==> config.mk <==
export PLATFORM = sky130hd
export DESIGN_NAME = mem_rd_ctrl
export DESIGN_NICKNAME = d
export VERILOG_FILES = /design/src/rtl/mem_rd_ctrl_pkg.sv /design/src/rtl/mem_rd_ctrl_access_timer.sv /design/src/rtl/mem_rd_ctrl.sv
export SDC_FILE = /design/constraint.sdc
export NUM_CORES = 1
export LEC_CHECK = 0
export CAP_MARGIN = 0
export CORE_UTILIZATION = 40
export DETAILED_ROUTE_END_ITERATION = 16
export GPL_ROUTABILITY_DRIVEN = 0
export PLACE_DENSITY = 0.79
export SLEW_MARGIN = 20
export SYNTH_ARGS = -nofsm -noshare
export SYNTH_HDL_FRONTEND = slang
export SYNTH_HIERARCHICAL = 1
export SYNTH_SLANG_ARGS = --single-unit
==> constraint.sdc <==
create_clock -name clk -period 2.5 [get_ports clk]
set_input_delay 0.5 -clock clk [delete_from_list [all_inputs] [get_ports clk]]
set_output_delay 0.5 -clock clk [all_outputs]
set_load 0.02 [all_outputs]
==> src/rtl/mem_rd_ctrl_pkg.sv <==
// Shared definitions for the memory read/write controller: state encoding,
// timer width and the default access timeout.
package mem_rd_ctrl_pkg;

  typedef enum logic [1:0] {
    ST_IDLE = 2'd0,
    ST_WAIT = 2'd1,
    ST_LOAD = 2'd2,
    ST_ERR  = 2'd3
  } state_t;

  localparam int TIMER_W         = 8;
  localparam int DEFAULT_TIMEOUT = 15;

endpackage

==> src/rtl/mem_rd_ctrl_access_timer.sv <==
// Saturating WAIT-cycle counter; hit flags that the current cycle is the
// TIMEOUT-th cycle spent waiting (or later).
module access_timer
  import mem_rd_ctrl_pkg::*;
#(
  parameter int TIMEOUT = DEFAULT_TIMEOUT
) (
  input  logic clk,
  input  logic rst,
  input  logic clear,
  input  logic enable,
  output logic hit
);

  logic [TIMER_W-1:0] count_q, count_d;

  always_comb begin
    count_d = count_q;
    if (clear) begin
      count_d = '0;
    end else if (enable && (count_q != {TIMER_W{1'b1}})) begin
      count_d = count_q + 1'b1;
    end
  end

  // count_q holds the WAIT cycles already completed, so +1 includes this one.
  assign hit = ({1'b0, count_q} + 9'd1) >= 9'(TIMEOUT);

  always_ff @(posedge clk) begin
    if (!rst) begin
      count_q <= '0;
    end else begin
      count_q <= count_d;
    end
  end

endmodule

==> src/rtl/mem_rd_ctrl.sv <==
// Memory access controller: latches one read or write request, drives the
// memory strobe until ack or timeout, and hands read data to the data register.
module mem_rd_ctrl
  import mem_rd_ctrl_pkg::*;
#(
  parameter int ADDR_W  = 8,
  parameter int TIMEOUT = DEFAULT_TIMEOUT
) (
  input  logic              clk,
  input  logic              rst,
  input  logic              rd_req,
  input  logic              wr_req,
  input  logic [ADDR_W-1:0] addr,
  input  logic [7:0]        wdata,
  output logic              mem_req,
  output logic              mem_we,
  output logic [ADDR_W-1:0] mem_addr,
  output logic [7:0]        mem_wdata,
  input  logic              mem_ack,
  input  logic [7:0]        mem_rdata,
  output logic [7:0]        bus_2_dr,
  output logic              data_on_dr,
  output logic              busy,
  output logic              done,
  output logic              err
);

  state_t              state_q, state_d;
  logic                mem_req_q, mem_req_d;
  logic                mem_we_q, mem_we_d;
  logic [ADDR_W-1:0]   mem_addr_q, mem_addr_d;
  logic [7:0]          mem_wdata_q, mem_wdata_d;
  logic [7:0]          bus_2_dr_q, bus_2_dr_d;
  logic                data_on_dr_q, data_on_dr_d;
  logic                busy_q, busy_d;
  logic                done_q, done_d;
  logic                err_q, err_d;
  logic                timer_clr, timer_en, timer_hit;

  access_timer #(.TIMEOUT(TIMEOUT)) u_timer (
    .clk    (clk),
    .rst    (rst),
    .clear  (timer_clr),
    .enable (timer_en),
    .hit    (timer_hit)
  );

  always_comb begin
    state_d      = state_q;
    mem_req_d    = 1'b0;
    mem_we_d     = 1'b0;
    mem_addr_d   = mem_addr_q;
    mem_wdata_d  = mem_wdata_q;
    bus_2_dr_d   = bus_2_dr_q;
    data_on_dr_d = 1'b0;
    done_d       = 1'b0;
    err_d        = 1'b0;
    timer_clr    = 1'b0;
    timer_en     = 1'b0;

    case (state_q)
      ST_IDLE: begin
        timer_clr = 1'b1;
        if (rd_req || wr_req) begin
          state_d    = ST_WAIT;
          mem_req_d  = 1'b1;
          // A read always wins; the colliding write is not latched at all.
          mem_we_d   = !rd_req;
          mem_addr_d = addr;
          if (!rd_req) begin
            mem_wdata_d = wdata;
          end
        end
      end
      ST_WAIT: begin
        timer_en = 1'b1;
        if (mem_ack) begin
          done_d = 1'b1;
          if (mem_we_q) begin
            state_d = ST_IDLE;
          end else begin
            state_d      = ST_LOAD;
            bus_2_dr_d   = mem_rdata;
            data_on_dr_d = 1'b1;
          end
        end else if (timer_hit) begin
          state_d = ST_ERR;
          err_d   = 1'b1;
        end else begin
          mem_req_d = 1'b1;
          mem_we_d  = mem_we_q;
        end
      end
      ST_LOAD: state_d = ST_IDLE;
      ST_ERR:  state_d = ST_IDLE;
      default: state_d = ST_IDLE;
    endcase

    busy_d = (state_d != ST_IDLE);
  end

  always_ff @(posedge clk) begin
    if (!rst) begin
      state_q      <= ST_IDLE;
      mem_req_q    <= 1'b0;
      mem_we_q     <= 1'b0;
      mem_addr_q   <= '0;
      mem_wdata_q  <= '0;
      bus_2_dr_q   <= '0;
      data_on_dr_q <= 1'b0;
      busy_q       <= 1'b0;
      done_q       <= 1'b0;
      err_q        <= 1'b0;
    end else begin
      state_q      <= state_d;
      mem_req_q    <= mem_req_d;
      mem_we_q     <= mem_we_d;
      mem_addr_q   <= mem_addr_d;
      mem_wdata_q  <= mem_wdata_d;
      bus_2_dr_q   <= bus_2_dr_d;
      data_on_dr_q <= data_on_dr_d;
      busy_q       <= busy_d;
      done_q       <= done_d;
      err_q        <= err_d;
    end
  end

  assign mem_req    = mem_req_q;
  assign mem_we     = mem_we_q;
  assign mem_addr   = mem_addr_q;
  assign mem_wdata  = mem_wdata_q;
  assign bus_2_dr   = bus_2_dr_q;
  assign data_on_dr = data_on_dr_q;
  assign busy       = busy_q;
  assign done       = done_q;
  assign err        = err_q;

endmodule

==> results.cfg <==
[run_status]
outcome = finished, final reports clean

[sta]
setup_viol = 0
hold_viol = 0
period_minus_slack_ps = 2090
slew_headroom = 0.660
fin_tns_setup_ps = 0
rsz0062_at_grt = false
tightest_slew_ps = 509
timing.fmax_mhz = 479
clock-skew-final_ps = 7.48
fin_crit_sh = 0.835
final-max-slew-violation-count = 0

[power]
power_per_cell_area_nw_per_um2 = 557
clockPowerShare = 0.313
p_comb_frac = 0.181
pwr-share-seq = 0.506
swShare = 0.271
leakagePower_uw = 0.000892
peakVddDrop_mv = 0.389
p_int_uw = 997
switching_power_uw = 370

[drt]
ant_nets = 0
drt-wirelength-per-cell_um = 12.7
firstDrtPassIters = 4
vias = 1589
drtIter0Drc = 107
wl_um = 3890
post-route-drc-count = 0
viasPerCell = 5.18

[cells_and_area]
fill_cells = 401
area_growth_pct = 35.6
multi_input_area_um2 = 882
antennaDiodeCount = 0
final_nets = 285
stdcell_area_um2 = 2450
seq_area_um2 = 801
drive_gt1_frac = 0.102

[setup_path]
critPathCaptureType = flip-flop
startpoint = u_timer/count_q[0]
worstPathMaxFanout = 8
path_buf_inv = 1
path_cells = inv_1, ha_1, o21bai_1, a2111oi_0, o211ai_1, nand2b_1, a21oi_1, or2_2
r2r-start = u_timer/count_q[0]
path_delay_family = compound AO/OA/AOI/OAI gates
critPathKind = reg2reg
slowest_delay_ps = 460
cp-start-kind = flip-flop
arrival_ps = 2280
cpMaxStageDelayCell = dfxtp_1
cp.required_ps = 2690
rrSetupSlack_ps = 410

[synth]
synthMuxAreaShare = 0.0609
yosysTopAreaCell = dfxtp_1
synth_edf_count = 0
synth.area.top_cells = dfxtp_1, nand2_1, mux2i_1
avgSynthCellArea_um2 = 9.05
yosysTopAreaCellShare = 0.443
yosysUniqueCellTypes = 45
ys_seq_area_frac = 0.443
synthCells = 200
ys_warn_count = 6
synthFlopType = dfxtp_1
synth-seq-cells = 40
synthSimpleGateAreaFrac = 0.260
synth_fp_nets = 231
synth_xor_area_frac = 0.00484
yosys-top-cells-count = nand2_1, dfxtp_1, o21ai_0
synth_top_family_by_area = simple AND/OR/NAND/NOR gates
yosysMostFrequentCell = nand2_1
async_reset_ff_frac = 0
synth_fa_ha_area_frac = 0.0138
syn_area_um2 = 1810
synth_compound_area_frac = 0.145

[cts]
cts-resized-gates = 0
htree_levels = 2
cts-root-buf = clkbuf_8
clock_sinks = 40
cts_setup_buffers = 0
cts_buffer_depth = 2
postCtsHoldBufs = 0
cts_tree = yes
insertion_delay_ps = 300
path_clk_slew_ps = 80
numCtsBuffers = 5

[global_route]
grt_pass1_wl_um = 6720
grt_overflow_total = 0
grt_pass1_vias = 1552
antenna_found_initial = 0
grt_max_degree = 33
gr-usage-all-layers = 0.173

[placement]
portBuffers = 58
dp_hpwl_um = 2710
dpl_cell_area_um2 = 2370

[floorplan]
ioPinCount = 59
coreArea_um2 = 4350
die_area_um2 = 4800
rows = 24
dieHeight_um = 69.3
start_util = 0.416
die_w_um = 69.3

[worst_hold_path]
min_from = bus_2_dr[0]
hold_path_class = reg2reg

[run]
maxCapViolations = 0
[cell families after synthesis]
group,Yosys count
simple gates,89
flops,40
compound gates,38
buf+inv,19
mux,11
fa+ha+maj,2
xor+xnor,1
[flip-flops by register name, summed over array words and instances (netlist names), 2 cells and up]
register	cells
bus_2_dr	8
mem_addr	8
mem_wdata	8
state_q	2
u_timer/count_q	8
[area by class of cell]
type / count / share of cell area
Tap cell: 52 / 0.0265
Multi-Input combinational cell: 141 / 0.360
Clock buffer: 7 / 0.0311
Inverter: 4 / 0.00612
Clock inverter: 1 / 0.00357
Timing Repair Buffer: 62 / 0.247
Sequential cell: 40 / 0.326
[worst register-to-register path, cell delays in order, from the launching register on]
cell and delay [ps]:
dfxtp_1 460, inv_1 90, ha_1 310, o21bai_1 80, a2111oi_0 390, o211ai_1 170, nand2b_1 120, a21oi_1 80
or2_2 270
[stage by stage]
stage                     std cells  hold WS (ps)  setup WS [ps]  power [uW]   util
after floorplan                 200           498            607         838      -
after global placement          299           441            481         951  0.544
after detailed placement        299           450            436         955  0.544
after CTS                       307           461            426        1390  0.564
after global routing            307           482            205        1430  0.564
final                           307           459            413        1370  0.564
[cell usage in the layout, fill, tap and decap left out, types with 2 or more instances in the layout]
| master | n |
|---|---|
| mux2i_1 | 11 |
| nand2_1 | 41 |
| nand3_2 | 2 |
| a2111o_1 | 2 |
| nand3_1 | 15 |
| ha_1 | 2 |
| nor2_1 | 3 |
| nand4_1 | 4 |
| clkbuf_8 | 5 |
| a21oi_1 | 5 |
| nor3_1 | 4 |
| buf_4 | 4 |
| nand2b_1 | 4 |
| nand3b_1 | 2 |
| clkbuf_1 | 2 |
| and3_1 | 2 |
| o21ai_2 | 4 |
| nor2b_1 | 2 |
| o21ai_0 | 16 |
| inv_1 | 4 |
| clkdlybuf4s50_1 | 57 |
| dfxtp_1 | 40 |
[per-layer routing]
layer / up-vias / GRT usage / part of all wire
li1: 807 / - / -
met1: 728 / 0.201 / 0.44
met2: 50 / 0.293 / 0.48
met3: 4 / 0.0698 / 0.072
met4: 0 / 0.0476 / 0.0080
met5: - / 0 / 0
[final timing paths]
path,endpoint,cells past startpoint
setup reg to reg,busy,8
hold / removal,bus_2_dr[0],2
hold reg to reg,bus_2_dr[0],2
setup / recovery,busy,8
[power groups by stage]
stage | logic (uW) | clock network, uW | registers, uW
after floorplan | 97.0 | 0 | 741
after global placement | 245 | 0 | 706
after detailed placement | 249 | 0 | 707
after CTS | 250 | 444 | 693
after global routing | 268 | 468 | 697
final | 247 | 428 | 692
Power figures use the tool's default switching activity.
